==> src/rtl/sequenciador_instrucoes_pkg.sv <==
// rtl/sequenciador_instrucoes_pkg.sv - ISA constants, field ranges and sequencer state encoding
package sequenciador_instrucoes_pkg;

  localparam int INSTR_W    = 9;
  localparam int ADDR_W_DEF = 8;

  localparam int OP_HI = 8;
  localparam int OP_LO = 6;
  localparam int RX_HI = 5;
  localparam int RX_LO = 3;
  localparam int RY_HI = 2;
  localparam int RY_LO = 0;

  localparam logic [2:0] OP_ALU0 = 3'b000;
  localparam logic [2:0] OP_ALU1 = 3'b001;
  localparam logic [2:0] OP_ALU2 = 3'b010;
  localparam logic [2:0] OP_ALU3 = 3'b011;
  localparam logic [2:0] OP_OUT  = 3'b100;
  localparam logic [2:0] OP_LDI  = 3'b101;
  localparam logic [2:0] OP_HLT  = 3'b110;
  localparam logic [2:0] OP_REP  = 3'b111;

  localparam logic [1:0] STEP_FIRST = 2'b00;
  localparam logic [1:0] STEP_LAST  = 2'b11;

  typedef enum logic [2:0] {
    ST_IDLE       = 3'd0,
    ST_FETCH      = 3'd1,
    ST_FETCH_WAIT = 3'd2,
    ST_IMM        = 3'd3,
    ST_IMM_WAIT   = 3'd4,
    ST_EXEC       = 3'd5,
    ST_HALTED     = 3'd6
  } state_e;

  function automatic logic [2:0] opcode_of(input logic [INSTR_W-1:0] w);
    return w[OP_HI:OP_LO];
  endfunction

  function automatic logic [2:0] rx_of(input logic [INSTR_W-1:0] w);
    return w[RX_HI:RX_LO];
  endfunction

  function automatic logic [2:0] ry_of(input logic [INSTR_W-1:0] w);
    return w[RY_HI:RY_LO];
  endfunction

  function automatic logic is_alu(input logic [2:0] op);
    return (op == OP_ALU0) || (op == OP_ALU1) || (op == OP_ALU2) || (op == OP_ALU3);
  endfunction

  function automatic logic is_two_word(input logic [2:0] op);
    return (op == OP_LDI) && (op != OP_OUT) && (op != OP_REP);
  endfunction

endpackage

==> src/rtl/sequenciador_instrucoes_contador_passos.sv <==
// rtl/sequenciador_instrucoes_contador_passos.sv - 2-bit step counter with clear and enable
module sequenciador_instrucoes_contador_passos
  import sequenciador_instrucoes_pkg::*;
(
  input  logic       clk_i,
  input  logic       rst_ni,
  input  logic       clr_i,
  input  logic       en_i,
  output logic [1:0] cnt_o
);

  logic [1:0] cnt_q, cnt_d;

  // Clear wins over enable; 11 wraps naturally back to 00 on the last step.
  always_comb begin
    cnt_d = cnt_q;
    if (clr_i) begin
      cnt_d = STEP_FIRST;
    end else if (en_i) begin
      cnt_d = cnt_q + 2'd1;
    end
  end

  always_ff @(posedge clk_i or negedge rst_ni) begin
    if (!rst_ni) begin
      cnt_q <= STEP_FIRST;
    end else begin
      cnt_q <= cnt_d;
    end
  end

  assign cnt_o = cnt_q;

endmodule

==> src/rtl/sequenciador_instrucoes.sv <==
// rtl/sequenciador_instrucoes.sv - instruction sequencer: PC, ROM fetch, LDI immediate, step counter, run/step/halt
module sequenciador_instrucoes
  import sequenciador_instrucoes_pkg::*;
#(
  parameter int ADDR_W  = ADDR_W_DEF,
  parameter int INSTR_W = sequenciador_instrucoes_pkg::INSTR_W
) (
  input  logic               clock,
  input  logic               resetn,
  input  logic               run,
  input  logic               step_mode,
  input  logic               step_req,
  output logic [ADDR_W-1:0]  rom_addr,
  input  logic [INSTR_W-1:0] rom_data,
  output logic [INSTR_W-1:0] iin,
  output logic [INSTR_W-1:0] imm,
  output logic [1:0]         counter,
  output logic               busy,
  output logic               halted,
  output logic               done
);

  state_e              state_q, state_d;
  logic [ADDR_W-1:0]   pc_q, pc_d;
  logic [INSTR_W-1:0]  iin_q, iin_d;
  logic [INSTR_W-1:0]  imm_q, imm_d;
  logic                done_q, done_d;
  logic [2:0]          opcode;
  logic                step_en;
  logic                step_clr;
  logic [1:0]          step_cnt;

  // Decode straight from the ROM word arriving this cycle, not the stale iin.
  assign opcode   = rom_data[INSTR_W-1 -: 3];
  assign step_en  = (state_q == ST_EXEC) && (!step_mode || step_req);
  assign step_clr = (state_q != ST_EXEC);

  sequenciador_instrucoes_contador_passos u_contador (
    .clk_i  (clock),
    .rst_ni (resetn),
    .clr_i  (step_clr),
    .en_i   (step_en),
    .cnt_o  (step_cnt)
  );

  always_ff @(posedge clock or negedge resetn) begin
    if (!resetn) begin
      state_q <= ST_IDLE;
      pc_q    <= '0;
      iin_q   <= '0;
      imm_q   <= '0;
      done_q  <= 1'b0;
    end else begin
      state_q <= state_d;
      pc_q    <= pc_d;
      iin_q   <= iin_d;
      imm_q   <= imm_d;
      done_q  <= done_d;
    end
  end

  always_comb begin
    state_d = state_q;
    pc_d    = pc_q;
    iin_d   = iin_q;
    imm_d   = imm_q;
    done_d  = 1'b0;
    unique case (state_q)
      ST_IDLE: begin
        if (run) begin
          state_d = ST_FETCH;
        end
      end
      ST_FETCH: begin
        state_d = ST_FETCH_WAIT;
      end
      ST_FETCH_WAIT: begin
        iin_d = rom_data;
        pc_d  = pc_q + ADDR_W'(1);
        if (opcode == OP_HLT) begin
          state_d = ST_HALTED;
          done_d  = 1'b1;
        end else if (is_two_word(opcode)) begin
          state_d = ST_IMM;
        end else begin
          state_d = ST_EXEC;
        end
      end
      ST_IMM: begin
        state_d = ST_IMM_WAIT;
      end
      ST_IMM_WAIT: begin
        imm_d   = rom_data;
        pc_d    = pc_q + ADDR_W'(1);
        state_d = ST_EXEC;
      end
      ST_EXEC: begin
        // run is only consulted once the write step retires.
        if (step_en && (step_cnt == STEP_LAST)) begin
          state_d = run ? ST_FETCH : ST_IDLE;
        end
      end
      ST_HALTED: begin
        if (!run) begin
          state_d = ST_IDLE;
          pc_d    = '0;
        end
      end
      default: begin
        state_d = ST_IDLE;
      end
    endcase
  end

  assign rom_addr = pc_q;
  assign iin      = iin_q;
  assign imm      = imm_q;
  assign counter  = step_cnt;
  assign busy     = (state_q != ST_IDLE) && (state_q != ST_HALTED);
  assign halted   = (state_q == ST_HALTED);
  assign done     = done_q;

endmodule
==> config.mk <==
export PLATFORM = sky130hd
export DESIGN_NAME = sequenciador_instrucoes
export DESIGN_NICKNAME = d
export VERILOG_FILES = /design/src/rtl/sequenciador_instrucoes_pkg.sv /design/src/rtl/sequenciador_instrucoes_contador_passos.sv /design/src/rtl/sequenciador_instrucoes.sv
export SDC_FILE = /design/constraint.sdc
export NUM_CORES = 1
export LEC_CHECK = 0
export ABC_AREA = 1
export BUFFER_PORTS_ARGS = -buffer_cell sky130_fd_sc_hd__buf_4
export CORE_MARGIN = 3
export CORE_UTILIZATION = 50
export CTS_BUF_LIST = sky130_fd_sc_hd__clkbuf_16
export DETAILED_ROUTE_END_ITERATION = 12
export PLACE_DENSITY = 0.77
export SYNTH_ARGS = -nofsm -noshare
export SYNTH_HDL_FRONTEND = slang
export SYNTH_SLANG_ARGS = --single-unit
==> constraint.sdc <==
create_clock -name clock -period 1.8 [get_ports clock]
set_input_delay 0.09 -clock clock [delete_from_list [all_inputs] [get_ports clock]]
set_output_delay 0.09 -clock clock [all_outputs]
set_load 0.01 [all_outputs]
==> results of run 1 <==
==> cell type report <==
type | instances | area share
clock buffer | 5 | 0.0603
inverter | 25 | 0.0464
multi-input combinational | 125 | 0.309
tap | 42 | 0.0253
timing repair buffer | 47 | 0.172
sequential | 32 | 0.386
==> path summary, 6_finish.rpt <==
kind	startpoint	end	slack [ns]
min in group asynchronous	resetn	imm[4]	0.30
hold reg to reg	imm[2]	imm[2]	0.48
setup reg to reg	state_q[1]	state_q[0]	0.52
hold / removal	rom_data[5]	imm[5]	0.09
max in group asynchronous	resetn	imm[2]	1.21
setup / recovery	state_q[1]	state_q[0]	0.52
==> sequential cells by signal, summed over array words and instances, names as in the netlist <==
| register | flops |
|---|---|
| iin | 9 |
| imm | 9 |
| rom_addr | 8 |
| state_q | 3 |
| u_contador.cnt_o | 2 |
| done | 1 |
==> worst max-delay path, cell delays in order (launching register included) <==
cell	delay [ns]
dfrtp_1	0.41
inv_1	0.16
nor2_2	0.06
nand2_1	0.06
buf_4	0.23
nor2_1	0.07
nor2_1	0.11
o21ai_1	0.07
==> kinds of logic after synthesis <==
group | count (synthesis)
flops | 32
fa+ha+maj | 2
compound gates | 30
buf+inv | 28
simple gates | 93
==> cell usage in the layout, fill, tap and decap left out <==
| cell | instances |
|---|---|
| o21ai_0 | 2 |
| nor2_1 | 8 |
| nand2_1 | 58 |
| dlygate4sd3_1 | 2 |
| nand2_4 | 1 |
| nand4_1 | 4 |
| inv_1 | 19 |
| ha_1 | 2 |
| nor3_2 | 1 |
| o21ai_2 | 11 |
| nand3_2 | 1 |
| nor2_2 | 2 |
| clkbuf_16 | 5 |
| a21oi_1 | 2 |
| inv_4 | 1 |
| dfrtp_1 | 32 |
| nand3_1 | 11 |
| buf_4 | 45 |
| o21ai_1 | 14 |
| nand2_2 | 2 |
| nor3_1 | 2 |
| inv_2 | 5 |
| nor2_4 | 2 |
| or2_2 | 1 |
| o21bai_1 | 1 |
==> layer usage <==
layer | GRT usage | up-vias
li1 | - | 693
met1 | 0.240 | 649
met2 | 0.330 | 34
met3 | 0.0620 | 4
met5 | 0 | -
met4 | 0.0758 | 0
==> synthesized netlist by cell type <==
cell and number:
a21oi_1 2, buf_2 1, buf_4 1, buf_6 1, dfrtp_1 32, ha_1 2
inv_1 19, inv_2 5, inv_4 1, nand2_1 58, nand2_2 2, nand2_4 1
nand3_1 11, nand3_2 1, nand4_1 4, nor2_1 8, nor2_2 2, nor2_4 2
nor3_1 2, nor3_2 1, o21ai_0 2, o21ai_1 14, o21ai_2 11, o21bai_1 1
or2_2 1
==> power groups by stage <==
stage / clock [mW] / combinational, mW / sequential [mW]
6_report: 0.735 / 1.57 / 1.27
4_1_cts: 0.750 / 1.60 / 1.27
3_5_place_dp: 0 / 1.59 / 1.27
3_3_place_gp: 0 / 1.53 / 1.26
5_1_grt: 0.793 / 1.75 / 1.31
2_1_floorplan: 0 / 0.847 / 1.36
==> impl_metrics.csv, run 1 <==
group,metric,value,unit
logic_synthesis,ys_ff_latch,32,
global_routing,grt_pass1_wl,5.46,mm
sta,finalSetupViolations,0,
global_routing,track_usage,0.198,
logic_synthesis,synth_top_area_cell,"dfrtp_1",
placed_design,gp_congestion,0.917,
global_routing,antenna_found_initial,0,
cells_and_area,area_delta_synth_final,32.7,%
run_status,status,"finished clean",
clock_tree,path_clk_slew,0.05,ns
power,p_int,2.20,mW
detailed_routing,postRouteAntennaNets,0,
cells_and_area,multi_input_area,642,µm²
clock_tree,cts_resized,0,
worst_setup_path,start_kind,"flip-flop",
clock_tree,tritoncts,"yes",
logic_synthesis,synth_compound_area_frac,0.124,
detailed_routing,dr.pass1.iters,4,
sta,hold_viol,0,
power,p_leak,1.09,nW
clock_tree,clock_tree.root_cell,"clkbuf_16",
logic_synthesis,synth_top_cell_area_share,0.512,
detailed_routing,drt-initial-drc-count,62,
clock_tree,cts_setup_buffers,0,
sta,fmax,780,MHz
logic_synthesis,synthMuxAreaShare,0,
detailed_routing,highest_layer,"met4",
cells_and_area,fill_cells,226,
logic_synthesis,syn_nets,201,
worst_setup_path,critPathMaxFanout,21,
power,ir_drop,0.00117,V
detailed_routing,met3_length,175,µm
placed_design,postPlaceCellArea,1930,µm²
sta,tightest_slew,0.401,ns
power,pwr-share-seq,0.355,
worst_setup_path,end_kind,"flip-flop",
logic_synthesis,yosys_warnings,0,
sta,timing.setup.tns,0,ns
cells_and_area,drive_above_1_share,0.329,
power,p_clk_frac,0.205,
power,p_per_area,1720,nW/µm²
power,total_power,3.58,mW
detailed_routing,viasPerCell,5.00,
global_routing,grt_pass1_vias,1286,
clock_tree,clockBufferDepth,2,
job,cap_violations,0,
detailed_routing,wl_met2,1.69,mm
logic_synthesis,synthTopCellsByArea,"dfrtp_1 (51%), nand2_1 (14%), o21ai_2 (6.2%)",
clock_tree,clk-insertion-delay-late,0.27,ns
cells_and_area,n_antenna_cell,0,
sta,final_max_slew_viol_count,0,
worst_setup_path,worstSetupPathType,"flip-flop to flip-flop",
sta,hold_slack,0.0890,ns
floorplanning,ios,45,
logic_synthesis,syn_avg_cell_area,8.45,µm²
cells_and_area,fin_area,2070,µm²
worst_setup_path,ff2ff_path_depth,7,
detailed_routing,routed_wl,3.31,mm
placed_design,dpl_worst_slack,0.540,ns
logic_synthesis,syn-cell-area,1560,µm²
cells_and_area,stdcell_count,276,
placed_design,portBuffers,44,
floorplanning,die_x,61.9,µm
sta,clock-skew-final,0.00490,ns
floorplanning,die_h,61.9,µm
floorplanning,core,2880,µm²
power,p_switching,1.38,mW
detailed_routing,vias,1380,
sta,period_share,0.712,
logic_synthesis,netlist_instances,185,
floorplanning,start_util,0.543,
detailed_routing,drt-wirelength-per-cell,12.0,µm
min_path,hold_depth,3,
cells_and_area,ff_latch_area,801,µm²
sta,rsz0062_at_grt,"no",
logic_synthesis,yosys.area_share.adder,0.0160,
sta,layout_min_cycle_time,1.28,ns
placed_design,placedCellCount,269,
logic_synthesis,yosys.area_share.simple,0.271,
placed_design,dpl.hpwl,2.44,mm
logic_synthesis,synthXorXnorAreaFrac,0,
logic_synthesis,ys_types,25,
power,p_sw_frac,0.385,
cells_and_area,fin_util,0.721,
floorplanning,rows,19,
min_path,hold_class,"input port to flip-flop",
clock_tree,numCtsBuffers,5,
worst_setup_path,worstPathRequired,1.95,ns
detailed_routing,wl_met1,1.41,mm
global_routing,gr-total-overflow,0,
logic_synthesis,seq_area_frac_synth,0.512,
logic_synthesis,synth_top_family_by_area,"simple AND/OR/NAND/NOR gates",
power,power_frac_comb,0.440,
clock_tree,cts.sinks,32,
cells_and_area,finalNetCount,252,
sta,slew_headroom,0.733,
detailed_routing,drcViolationCount,0,
floorplanning,dieArea,3830,µm²
global_routing,grt_max_degree,33,
clock_tree,cts_hold_buf,2,
sta,fin_ws,0.518,ns
worst_setup_path,cp_data_arrival_time,1.43,ns
clock_tree,cts-htree-levels,2,
Power figures use the tool's default switching activity.
==> run 2: changes to the inputs <==
clock period = 1.25 ns   (was 1.8 ns; I/O delays follow)
==> run 2 against run 1 <==
Effect of this change:
- first-iteration DRC count is 42% higher
- sequential power is 43% higher
- clock power is 48% higher
- clock skew hardly changed
- critical path type is now flip-flop to output port
- critical endpoint is now busy
- largest power group unchanged
==> impl_metrics.csv, run 2 (synthesis results as in run 1) <==
group,metric,value,unit
floorplanning,core,2880,µm²
power,p_switching,2.12,mW
job,cap_violations,0,
sta,final_max_slew_viol_count,0,
sta,hold_slack,0.0583,ns
floorplanning,die_x,61.9,µm
detailed_routing,drt-initial-drc-count,88,
placed_design,gp_congestion,0.838,
clock_tree,numCtsBuffers,5,
cells_and_area,final_common_cell,"buf_4",
sta,fmax,805,MHz
power,p_per_area,2490,nW/µm²
global_routing,grt_max_degree,33,
floorplanning,rows,19,
detailed_routing,routed_wl,3.53,mm
floorplanning,die_h,61.9,µm
power,p_clk_frac,0.202,
detailed_routing,dr.pass1.iters,4,
global_routing,gr-total-overflow,0,
clock_tree,cts.sinks,32,
cells_and_area,drive_above_1_share,0.406,
floorplanning,start_util,0.543,
detailed_routing,viasPerCell,5.02,
detailed_routing,vias,1436,
detailed_routing,postRouteAntennaNets,0,
cells_and_area,fin_util,0.759,
power,p_sw_frac,0.390,
sta,rsz0062_at_grt,"yes",
sta,hold_viol,0,
cells_and_area,finalNetCount,259,
cells_and_area,n_antenna_cell,0,
sta,tightest_slew,0.403,ns
global_routing,grt_pass1_vias,1330,
min_path,hold_class,"input port to flip-flop",
global_routing,track_usage,0.204,
global_routing,antenna_found_initial,0,
power,p_int,3.31,mW
floorplanning,dieArea,3830,µm²
global_routing,grt_pass1_wl,5.65,mm
placed_design,portBuffers,44,
detailed_routing,drt-wirelength-per-cell,12.4,µm
placed_design,dpl_worst_slack,0.0329,ns
cells_and_area,area_delta_synth_final,39.6,%
clock_tree,clock_tree.root_cell,"clkbuf_16",
worst_setup_path,cp_data_arrival_time,1.18,ns
sta,layout_min_cycle_time,1.24,ns
sta,period_share,0.994,
worst_setup_path,start_kind,"flip-flop",
cells_and_area,final_cell_mix,"buf_4 (51), nand2_1 (50), dfrtp_1 (31)",
run_status,status,"finished clean",
clock_tree,cts-htree-levels,2,
sta,timing.setup.tns,0,ns
worst_setup_path,end_kind,"output port",
sta,clock-skew-final,0.00540,ns
power,power_frac_comb,0.464,
worst_setup_path,worstSetupPathType,"flip-flop to output port",
placed_design,dpl.hpwl,2.53,mm
cells_and_area,fin_area,2180,µm²
worst_setup_path,worstPathRequired,1.19,ns
power,p_leak,1.13,nW
power,pwr-share-seq,0.335,
power,ir_drop,0.00157,V
sta,finalSetupViolations,0,
clock_tree,clockBufferDepth,2,
floorplanning,ios,45,
clock_tree,clk-insertion-delay-late,0.27,ns
placed_design,postPlaceCellArea,1950,µm²
clock_tree,tritoncts,"yes",
worst_setup_path,critPathMaxFanout,5,
clock_tree,path_clk_slew,0.05,ns
sta,fin_ws,0.00706,ns
detailed_routing,drcViolationCount,0,
sta,slew_headroom,0.731,
-- run 2: path summary, 6_finish.rpt --
check	start	endpoint	slack, ns	cells past startpoint
setup / recovery	state_q[2]	busy	0.007	4
hold / removal	rom_data[5]	imm[5]	0.06	3
setup reg to reg	state_q[2]	rom_addr[5]	0.02	7
hold reg to reg	imm[4]	imm[4]	0.48	2
max in group asynchronous	resetn	state_q[0]	0.66	2
min in group asynchronous	resetn	iin[5]	0.27	2
-- run 2: repair_timing --
action,4_1_cts,5_1_grt
endpoints found under the setup margin,0,28
setup buffers,0,3
endpoints found under the hold margin,33,0
gates resized for setup,0,19
hold buffers,2,0
-- run 2: per-layer routing --
metal	share of wire	GRT usage	up-vias
li1	-	-	712
met1	0.41	0.240	678
met2	0.52	0.348	42
met3	0.056	0.0661	4
met4	0.010	0.0758	0
met5	0	0	-
-- run 2: power by group through the flow --
stage,registers (mW),clock network [mW],logic (mW)
floorplan,1.96,0,1.22
CTS,1.80,1.12,2.37
detailed placement,1.81,0,2.35
global route,1.87,1.17,2.79
finish,1.82,1.09,2.52
global placement,1.78,0,2.28
-- run 2: final cells by class --
type | count | area, µm²
sequential | 32 | 802
fill | 209 | 694
multi-input combinational | 125 | 678
timing repair buffer | 53 | 403
clock buffer | 5 | 125
inverter | 25 | 104
tap | 42 | 52.6
clock inverter | 3 | 11.3
timing repair inverter | 1 | 6.26
-- run 2: metrics by stage --
stage | cells | power [mW]
floorplan | 185 | 3.18
global placement | 272 | 4.07
detailed placement | 272 | 4.16
CTS | 282 | 5.29
global route | 286 | 5.84
finish | 286 | 5.43
-- run 2: critical path: stages, from the launching register on --
cell,delay [ns]
dfrtp_1,0.42
nand2_2,0.11
nor2_4,0.18
a21oi_1,0.06
buf_4,0.15
